### src/rtl/maze_move_ctrl.sv
// maze_move_ctrl: game-logic controller for the maze.
// Sequences wall-check reads on maze ROM port B, moves the player one block per
// accepted button pulse, and tracks the 2 s interval timer for win/lose.
// Optional feature macro: MOVE_COUNTER_EN adds o_move_count (successful moves).
module maze_move_ctrl #(
  parameter int unsigned START_BCOL       = 1,
  parameter int unsigned START_BROW       = 1,
  parameter int unsigned EXIT_BCOL        = 38,
  parameter int unsigned EXIT_BROW        = 27,
  parameter int unsigned MAX_BCOL         = 39,
  parameter int unsigned MAX_BROW         = 28,
  parameter logic [11:0] WALL_RGB         = 12'h000,
  parameter int unsigned CLK_PER_INTERVAL = 50_000_000,
  parameter int unsigned MAX_INTERVALS    = 40
) (
  input  logic        clk,
  input  logic        rst,
  input  logic        i_up,
  input  logic        i_down,
  input  logic        i_left,
  input  logic        i_right,
  input  logic        i_restart,
  output logic        o_rom_en,
  output logic [10:0] o_rom_addr,
  input  logic [15:0] i_rom_data,
  output logic [5:0]  o_player_bcol,
  output logic [5:0]  o_player_brow,
  output logic [5:0]  o_exit_bcol,
  output logic [5:0]  o_exit_brow,
  output logic [5:0]  o_two_seconds_intervals,
  output logic        o_win,
  output logic        o_lose
`ifdef MOVE_COUNTER_EN
  ,
  output logic [15:0] o_move_count
`endif
);

  localparam int unsigned CycW = (CLK_PER_INTERVAL > 1) ? $clog2(CLK_PER_INTERVAL) : 1;
  localparam logic [CycW-1:0] CycLast = CycW'(CLK_PER_INTERVAL - 1);
  localparam logic [5:0] StartCol = 6'(START_BCOL);
  localparam logic [5:0] StartRow = 6'(START_BROW);
  localparam logic [5:0] ExitCol  = 6'(EXIT_BCOL);
  localparam logic [5:0] ExitRow  = 6'(EXIT_BROW);
  localparam logic [5:0] MaxCol   = 6'(MAX_BCOL);
  localparam logic [5:0] MaxRow   = 6'(MAX_BROW);
  localparam logic [5:0] MaxIvl   = 6'(MAX_INTERVALS);

  typedef enum logic [2:0] {StPlay, StRead, StCheck, StWin, StLose} state_e;

  state_e          state_q;
  logic [5:0]      pos_col_q, pos_row_q;
  logic [5:0]      tgt_col_q, tgt_row_q;
  logic [CycW-1:0] cyc_q;
  logic [5:0]      ivl_q;
  logic            win_q, lose_q;
`ifdef MOVE_COUNTER_EN
  logic [15:0]     move_cnt_q;
`endif

  logic       mv_ok;
  logic [5:0] nxt_col, nxt_row;
  logic       tick_wrap;
  logic [5:0] ivl_next;
  logic       timeout;
  logic       hit_wall;
  logic [5:0] land_col, land_row;
  logic       at_exit;
  logic       restart_ok;

  // Target block for the highest-priority pulse; mv_ok only if it stays on the grid.
  always_comb begin
    mv_ok   = 1'b0;
    nxt_col = pos_col_q;
    nxt_row = pos_row_q;
    if (i_up) begin
      mv_ok   = (pos_row_q != 6'd0);
      nxt_row = pos_row_q - 6'd1;
    end else if (i_down) begin
      mv_ok   = (pos_row_q < MaxRow);
      nxt_row = pos_row_q + 6'd1;
    end else if (i_left) begin
      mv_ok   = (pos_col_q != 6'd0);
      nxt_col = pos_col_q - 6'd1;
    end else if (i_right) begin
      mv_ok   = (pos_col_q < MaxCol);
      nxt_col = pos_col_q + 6'd1;
    end
  end

  // Timer next-state and CHECK-stage landing position.
  always_comb begin
    tick_wrap  = (cyc_q == CycLast);
    ivl_next   = (tick_wrap && (ivl_q != MaxIvl)) ? ivl_q + 6'd1 : ivl_q;
    timeout    = (ivl_next == MaxIvl);
    hit_wall   = (i_rom_data[15:4] == WALL_RGB);
    land_col   = hit_wall ? pos_col_q : tgt_col_q;
    land_row   = hit_wall ? pos_row_q : tgt_row_q;
    at_exit    = (land_col == ExitCol) && (land_row == ExitRow);
    restart_ok = i_restart && ((state_q == StWin) || (state_q == StLose));
  end

  // Game FSM with timer, position and status registers.
  always_ff @(posedge clk) begin
    if (rst || restart_ok) begin
      state_q    <= StPlay;
      pos_col_q  <= StartCol;
      pos_row_q  <= StartRow;
      tgt_col_q  <= StartCol;
      tgt_row_q  <= StartRow;
      cyc_q      <= '0;
      ivl_q      <= 6'd0;
      win_q      <= 1'b0;
      lose_q     <= 1'b0;
`ifdef MOVE_COUNTER_EN
      move_cnt_q <= 16'd0;
`endif
    end else begin
      if ((state_q == StPlay) || (state_q == StRead) || (state_q == StCheck)) begin
        cyc_q <= tick_wrap ? '0 : cyc_q + 1'b1;
        ivl_q <= ivl_next;
      end
      unique case (state_q)
        StPlay: begin
          if (timeout) begin
            state_q <= StLose;
            lose_q  <= 1'b1;
          end else if (mv_ok) begin
            tgt_col_q <= nxt_col;
            tgt_row_q <= nxt_row;
            state_q   <= StRead;
          end
        end
        StRead: begin
          if (timeout) begin
            state_q <= StLose;
            lose_q  <= 1'b1;
          end else begin
            state_q <= StCheck;
          end
        end
        StCheck: begin
          pos_col_q <= land_col;
          pos_row_q <= land_row;
`ifdef MOVE_COUNTER_EN
          if (!hit_wall && (move_cnt_q != 16'hFFFF)) move_cnt_q <= move_cnt_q + 16'd1;
`endif
          // Reaching the exit wins even if the timer expires on the same edge.
          if (at_exit) begin
            state_q <= StWin;
            win_q   <= 1'b1;
          end else if (timeout) begin
            state_q <= StLose;
            lose_q  <= 1'b1;
          end else begin
            state_q <= StPlay;
          end
        end
        StWin, StLose: ;
        default: state_q <= StPlay;
      endcase
    end
  end

  // ROM port-B request decoded from state only; row fits 5 bits so the concat is row*64+col.
  always_comb begin
    o_rom_en   = (state_q == StRead);
    o_rom_addr = o_rom_en ? {tgt_row_q[4:0], tgt_col_q} : 11'd0;
  end

  assign o_player_bcol           = pos_col_q;
  assign o_player_brow           = pos_row_q;
  assign o_exit_bcol             = ExitCol;
  assign o_exit_brow             = ExitRow;
  assign o_two_seconds_intervals = ivl_q;
  assign o_win                   = win_q;
  assign o_lose                  = lose_q;
`ifdef MOVE_COUNTER_EN
  assign o_move_count            = move_cnt_q;
`endif

  // Colour-only ROM bits and the target row MSB carry no game meaning.
  logic unused_bits;
  assign unused_bits = ^{i_rom_data[3:0], tgt_row_q[5]};

endmodule
### config.mk
export PLATFORM = sky130hd
export DESIGN_NAME = maze_move_ctrl
export DESIGN_NICKNAME = d
export VERILOG_FILES = /design/src/rtl/maze_move_ctrl.sv
export SDC_FILE = /design/constraint.sdc
export NUM_CORES = 1
export LEC_CHECK = 0
export CAP_MARGIN = 10
export CORE_MARGIN = 3
export CORE_UTILIZATION = 52
export DETAILED_ROUTE_END_ITERATION = 8
export PLACE_DENSITY = 0.8
export SYNTH_ARGS = -nofsm -noshare
export SYNTH_HDL_FRONTEND = slang
export SYNTH_SLANG_ARGS = --single-unit
### constraint.sdc
create_clock -name clk -period 3.3 [get_ports clk]
set_input_delay 0.33 -clock clk [delete_from_list [all_inputs] [get_ports clk]]
set_output_delay 0.33 -clock clk [all_outputs]
set_load 0.05 [all_outputs]
After elaboration in Yosys (flattened, before gate mapping):

Index checks and enable logic that the tools add are counted.
Widths: inputs -> output; s select.

* $add $sub $neg: 6
* order comparisons: 2
* equal/unequal tests: 11
* multiplexer cells: 24
* bitwise gates (word level): 2
* reductions and logical operators: 18

Operator list (number)
* $mux 6: 9
* $add 26x1->26 const B: 1
* $eq 26x26->1 const B: 1
* $mux 26: 1
* $add 6x1->6 const B: 3
* $mux 3: 5
* $eq 6x6->1 const B: 2
* $logic_not 12->1: 1
* $pmux 3 s4: 1
* $reduce_bool 6->1: 2
* $sub 6x1->6 const B: 2
* $mux 11: 1
* $eq 3x2->1 const B: 2
* $eq 6x5->1 const B: 1
* $lt 6x5->1 const B: 1
* $lt 6x6->1 const B: 1
* $mux 1: 6
* $ne 6x6->1 const B: 1
* $reduce_and 2->1: 3
* $logic_or 1x1->1: 4
* $reduce_or 2->1: 2
* $eq 3x1->1 const B: 1
* $eq 3x3->1 const B: 1
* $logic_and 1x1->1: 3
* other kinds (7): 8

* flip-flop bits (word level): 61
* input bits: 23
* output and inout bits: 44
* logic and storage cells: 72

Logic depth before layout (Yosys ltp):

Gate-level depths: netlist of run 1.

* word-level depth: 8
* depth in mapped cells: 9

Worst setup path after synthesis of run 1:

OpenSTA, ideal clock, no wires.

* path kind: register -> register
* start point: register ivl_q[0], in the netlist o_two_seconds_intervals[0]
* end point: register lose_q, in the netlist o_lose
* library setup time: 0.070 ns
* data arrival time: 2.716 ns
* slack: 0.514 ns
* stages on the path, launching flop included: 9
* path buffers: 0
* period minus slack after synthesis: 2.786 ns
* path through: dfxtp_1 > inv_1 > ha_1 > and4b_1 > or3_1 > a2111oi_0 > a22oi_1 > or4_1 > a21oi_1

* cells in the longest elaborated chain, start to end: 7
* elaborated cells on any way between the ends: 8
* classes of those cells: 1 x add/sub; 2 x eq/ne; 4 x mux; 1 x reduce/logical

RTL lines
* start, declared: RTL line 55 `logic [5:0] ivl_q;`
* start signal, assigned: RTL line 121 `ivl_q <= ivl_next;`
* branches (longest 2 deep; another with $add 6x1->6)
* $mux 6 *: RTL line 94 `ivl_next = (tick_wrap && (ivl_q != MaxIvl)) ? ivl_q + 6'd1 : ivl_q;`
* $eq 6x6->1 *: RTL line 95 `timeout = (ivl_next == MaxIvl);`
* $mux 1 *
* $mux 1
* $pmux 1 s2 *
* end signal, assigned: RTL line 114 `lose_q <= 1'b0;`
* end signal, assigned: RTL line 127 `lose_q <= 1'b1;`
* end signal, assigned: RTL line 137 `lose_q <= 1'b1;`
* end, declared: RTL line 56 `logic win_q, lose_q;`

Every way passes the cells marked *. The select of a mux whose other input is x is not followed.
A chain may end at the register's enable or synchronous reset.

Worst setup path in the final report of run 1:

* start point: register ivl_q[0], in the netlist o_two_seconds_intervals[0]
* end point: register tgt_row_q[4]

* cells in the longest elaborated chain, start to end: 6
* elaborated cells on any way between the ends: 7
* classes of those cells: 1 x add/sub; 2 x eq/ne; 1 x mux; 1 x bitwise; 2 x reduce/logical

RTL lines
* branches (longest 2 deep; another with $add 6x1->6)
* $mux 6 *: RTL line 94
* $eq 6x6->1 *: RTL line 95
* $not 1->1 (no line) *
* $reduce_and 3->1 (no line) *
* end signal, assigned: RTL line 110 `tgt_row_q <= StartRow;`
* end signal, assigned: RTL line 130 `tgt_row_q <= nxt_row;`
* end, declared: RTL line 53 `logic [5:0] tgt_col_q, tgt_row_q;`

Every way passes the cells marked *.

==> run metrics, run 1 <==
status=complete, no violations; Yosys reg bits=61; CTS-repair resized insts=0; Yosys top cell area share=34.99%; TritonCTS clock tree=built; IO Pins=67; share of cells above drive strength 1=6.452%; initial detailed-routing violation count=136; Final Hold Viols=0; clk_lat worst skew=0.33 ns; yosys warns=0; CTS Hold Bufs=0; max_cap viols=0; Layout Area Growth over Synthesis=18.07%; DRT Pass-1 Iters=4; overflow left after global routing=0; endpoints failing setup=0; sequential share of power=48.8%; Rows=29; P_sw=421.2 uW; fin crit period=2.981 ns; sequential area share after synthesis=34.99%; DRC=0; number of I/O port buffers=50; setup TNS=0 ns; CTS max path bufs=2; final core utilization=64.15%; setup slack after layout=0.3185 ns; most common cell after layout, fill and taps aside=nor2_1; CP Capture Type=register; Die X=87.92 um; Mapped Cells=420; Post-Synthesis Mean Instance Area=8.309 um2; Final period util=90.35%; Synth Flop Type=dfxtp_1; commonest cells after routing, fill and taps aside=nor2_1 (63), dfxtp_1 (61), clkdlybuf4s50_1 (50); Yosys cell types=54; # nets final=493; Post-DP HPWL=5516 um; n_diodes=0; switching share of power=26.62%; routed length per placed instance=13.90 um; Critical Path Fanout Max=13; P per Cell Area=384.1 nW/um2; remaining antenna violation count=0; worst vdd ir=0.3341 mV; Worst-path clk slew=0.06 ns; Finished Cell Area=4120 um2; unrepaired setup endpoints after global routing=false; P_int=1.161 mW; met2 global-route usage=36.10%; number of synthesized flops with an enable pin=0; DR vias/cell=5.500; Clk network pwr share=37.6%; Synth area leader=dfxtp_1; multi-input combinational cell area=2068 um2; part of the power in combinational logic=13.6%; total wire length=7533 um; Worst EP required=3.56 ns; dpl cell area=3943 um2; post-CTS setup buffers=0; critical path class=reg2reg; initial antenna violation count=0; CTS buffer count=9; clock sink count=61; register area=1221 um2; Area contributors post-synth=dfxtp_1 (35%), nor2_1 (6.8%), mux2i_1 (6.6%), xor2_1 (5.5%), nand2_1 (4.9%); die height=87.92 um; initial core utilization=54.33%; root buf cell=clkbuf_8; CP startpoint kind=register; vias=2981; largest net degree at the start of global routing=26; LEAKAGE=1.553 nW; crit path DAT=3.24 ns; Total GRT Usage=20.94%; Max-slew headroom=40.61%; busiest metal layer after global routing=met2; share of flip-flops with an asynchronous set or reset=0%; core region area=6422 um2; Fill cells=558; Netlist Area Pre-Place=3490 um2; min-delay worst type=reg2reg; H-tree levels=3; Worst-Margin Slew=0.8907 ns; first-pass GRT wire length=12790 um; worst slack at placement=0.2772 ns; number of global-route vias before repair=2872; routability congestion estimate=0.8263; FMAX=335.4 MHz; Fin Clk Skew=0.006138 ns; routing usage on met1=25.12%; Slew Limit Fails=0; met3 usage=5.833%; total die area=7730 um2
## stage by stage
step / hold WS [ns] / power, mW / std cells
2_1_floorplan: 0.4474 / 0.9558 / 430
3_3_place_gp: 0.4375 / 0.9982 / 527
3_5_place_dp: 0.4500 / 1.003 / 527
4_1_cts: 0.4590 / 1.597 / 542
5_1_grt: 0.4909 / 1.656 / 542
6_report: 0.4531 / 1.582 / 542
## registers in the layout (all words and copies together) (netlist names)
| signal | count |
|---|---|
| tgt_col_q | 6 |
| cyc_q | 26 |
| o_two_seconds_intervals | 6 |
| o_player_brow | 6 |
| o_lose | 1 |
| state_q | 3 |
| tgt_row_q | 6 |
| o_win | 1 |
| o_player_bcol | 6 |
## kinds of logic after synthesis
kind of cell               after synthesis  share of synthesized area [%]
DFF                                     61                          34.99
xor gates and xnor gates                40                          10.04
other                                    2                         0.2152
buffers and inverters                   42                          6.812
adders and majority gates                9                          3.227
AOI/OAI and AO/OA                       42                          8.391
muxes                                   23                          6.597
and+or+nand+nor                        201                          29.72
## final timing paths
check                                  start           end  slack [ns]  cells past startpoint
setup / recovery  o_two_seconds_intervals[0]  tgt_row_q[4]        0.32                      8
hold / removal                        o_lose        o_lose        0.45                      2
hold reg to reg                       o_lose        o_lose        0.45                      2
setup reg to reg  o_two_seconds_intervals[0]  tgt_row_q[4]        0.32                      8
## layout make-up
cell class / instances / share of cell area [%]
clock buffer: 14 / 4.191
inverter: 9 / 0.8199
timing repair buffer: 53 / 12.69
clock inverter: 1 / 0.1215
sequential: 61 / 29.64
tap: 77 / 2.338
multi-input combinational: 327 / 50.20
## metal layers
layer / up-vias / wire, um
met2: 72 / 3847
met5: - / 0
li1: 1504 / -
met4: 0 / 96
met1: 1397 / 3226
met3: 8 / 362
## synthesized netlist by cell type, types with 2 or more instances
cell type / number
nor3b_1: 2
inv_1: 9
a2111oi_0: 2
nor2_1: 63
a21oi_1: 11
a32oi_1: 2
dfxtp_1: 61
and4_1: 4
nor4_1: 5
a21o_2: 2
conb_1: 2
and2_1: 13
a21boi_0: 4
xnor2_1: 18
xor2_1: 22
o21ai_0: 7
nand4_1: 12
and4b_1: 3
buf_4: 13
nand3b_1: 3
mux2i_1: 23
nand4b_1: 3
nor4bb_1: 2
clkbuf_1: 15
nor3_1: 4
a41oi_1: 2
or3_1: 4
nor4b_1: 2
and2_2: 2
nand3_1: 14
buf_6: 3
nor2b_1: 3
or4_4: 2
o211ai_1: 3
ha_1: 9
and3_1: 8
nand2_1: 46
## worst max-delay path: stages, from the launching register on
cell and delay (ns):
dfxtp_1 0.44, inv_1 0.09, ha_1 0.21, and4b_1 0.20, or3_1 0.31, a2111oi_0 0.41
a22oi_1 0.21, o21ai_2 0.75, mux2i_1 0.27
## power by group through the flow
stage / Combinational, mW / Clock (mW) / Sequential, mW
2_1_floorplan: 0.169 / 0 / 0.786
3_3_place_gp: 0.211 / 0 / 0.787
3_5_place_dp: 0.215 / 0 / 0.788
4_1_cts: 0.216 / 0.609 / 0.771
5_1_grt: 0.231 / 0.651 / 0.774
6_report: 0.215 / 0.596 / 0.772
Power figures use the tool's default switching activity.
==> run 2, diff against run 1 <==
Settings changed: CORE_UTILIZATION 52 to 45, PLACE_DENSITY 0.8 to 0.71.
Clock period 3.3 ns to 3.83 ns, I/O delays scaled along.
==> run 2 against run 1 <==
Sequential power decreased by 14%. Cell area increased by 2.0%. Register-to-register slack improved by 0.82 ns. Die area increased by 14%. Non-clock buffer count increased by 1. Clock power increased by 9.7%. First-iteration DRC count decreased by 12%. Critical path depth unchanged. Sequential cell count unchanged. Global-route usage decreased by 3.7 points. Clock skew increased by 0.0038 ns. Highest routed layer unchanged.
==> run metrics, run 2 (synthesis results as in run 1) <==
status=complete, no violations; fin crit period=2.692 ns; Worst-path clk slew=0.07 ns; Slew Limit Fails=0; Layout Area Growth over Synthesis=20.44%; Max stage delay on crit path=0.57 ns; reg2reg start=o_two_seconds_intervals[0]; Metal-1 WL=3467 um; min-delay worst type=reg2reg; most common cell after layout, fill and taps aside=nor2_1; setup slack after layout=1.138 ns; share of cells above drive strength 1=7.066%; DRC=0; commonest cells after routing, fill and taps aside=nor2_1 (63), dfxtp_1 (61), clkdlybuf4s50_1 (50); Fin Clk Skew=0.009916 ns; CP Depth=8; vias=2980; DR vias/cell=5.265; n_diodes=0; number of I/O port buffers=50; sequential share of power=44.1%; worst vdd ir=0.2359 mV; CP startpoint kind=register; Worst EP required=4.09 ns; remaining antenna violation count=0; Top delay family on crit path=simple AND/OR/NAND/NOR gates; Clk network pwr share=43.4%; crit path DAT=2.96 ns; LEAKAGE=1.581 nW; endpoints failing setup=0; core region area=7370 um2; Die X=94.06 um; clk_lat worst skew=0.34 ns; Hold Path End=o_lose; P_sw=389.2 uW; total wire length=7650 um; Critical Path Fanout Max=7; Final Hold Viols=0; die height=94.06 um; FMAX=371.5 MHz; Final period util=70.28%; met2 wire len=3632 um; dpl cell area=3978 um2; CP Capture Type=register; max_cap viols=0; Total GRT Usage=17.25%; Reg2Reg Depth=8; setup TNS=0 ns; crit-path cells=inv_1, ha_1, and4b_1, or3_1, a2111oi_0, a22oi_1, or4_1, a21oi_1; worst slack at placement=1.168 ns; Hold Startpoint=o_lose; H-tree levels=3; DR top layer=met4; Met3 Wirelength=448 um; DRT Pass-1 Iters=4; IO Pins=67; Post-DP HPWL=5454 um; Finished Layout Cells=566; Hold Crit Depth=2; routability congestion estimate=0.8439; critical path class=reg2reg; clock sink count=61; number of global-route vias before repair=2557; root buf cell=clkbuf_8; initial core utilization=47.35%; CTS-repair resized insts=0; critical path's slowest cell=or4_1; initial antenna violation count=0; Worst-Margin Slew=0.8146 ns; largest net degree at the start of global routing=26; initial detailed-routing violation count=120; P_int=1.118 mW; routed length per placed instance=13.52 um; unrepaired setup endpoints after global routing=false; critical path buffer and inverter count=1; R2R setup slack=1.14 ns; CTS max path bufs=2; Rows=31; Max-slew headroom=45.56%; switching share of power=25.83%; # nets final=494; Finished Cell Area=4203 um2; overflow left after global routing=0; post-CTS setup buffers=0; Largest Register=cyc_q; max reg flops=26; Worst R2R End=o_lose; P per Cell Area=358.6 nW/um2; CTS Hold Bufs=0; total die area=8847 um2; dpl cells=550; TritonCTS clock tree=built; first-pass GRT wire length=12110 um; part of the power in combinational logic=12.4%; CTS buffer count=9
-- run 2: cell count changes in the layout (fill, tap and decap cells not counted), sizes merged --
| cell | change |
|---|---|
| bufinv | +2 |
| clkbuf | -2 |
| buf | +1 |
| clkinv | +1 |
-- run 2: area by class of cell --
type / instances / area (um2)
clock buffers: 12 / 155.1
clock inverters: 4 / 70.07
fillers: 668 / 3167
inverters: 9 / 33.78
multi-input cells: 327 / 2068
flip-flops and latches: 61 / 1221
well taps: 99 / 123.9
repair buffers: 54 / 530.5
-- run 2: layer usage --
metal / track usage (%) / vias to the layer above
met3: 4.888 / 11
met1: 21.96 / 1387
met4: 4.934 / 0
met2: 28.39 / 74
li1: - / 1508
met5: 0 / -
-- run 2: worst max path at each step --
stage | end | startpoint | slack, ns
3_3_place_gp | state_q[2] | o_two_seconds_intervals[0] | 1.21
2_1_floorplan | o_lose | o_two_seconds_intervals[0] | 1.04
5_1_grt | state_q[2] | o_two_seconds_intervals[0] | 0.95
3_5_place_dp | o_lose | o_two_seconds_intervals[0] | 1.17
4_1_cts | state_q[2] | o_two_seconds_intervals[0] | 1.15
6_report | o_lose | o_two_seconds_intervals[0] | 1.14
-- run 2: worst min-delay path, stage by stage (launching register included) --
cell     delay (ns)
dfxtp_1        0.31
inv_1          0.05
a21oi_1        0.05
-- run 2: metrics by stage --
step / hold slack, ns / util [%] / total power [mW]
2_1_floorplan: 0.4474 / - / 0.8235
3_3_place_gp: 0.4461 / 53.97 / 0.8641
3_5_place_dp: 0.4544 / 53.97 / 0.8666
4_1_cts: 0.4649 / 57.03 / 1.520
5_1_grt: 0.4978 / 57.03 / 1.566
6_report: 0.4574 / 57.03 / 1.507
-- run 2: power by group through the flow --
stage               sequential [mW]  combinational, mW  clock [mW]
finish                        0.665              0.187       0.654
global route                  0.667              0.202       0.697
CTS                           0.664              0.189       0.667
detailed placement            0.678              0.188           0
global placement              0.678              0.186           0
floorplan                     0.677              0.146           0
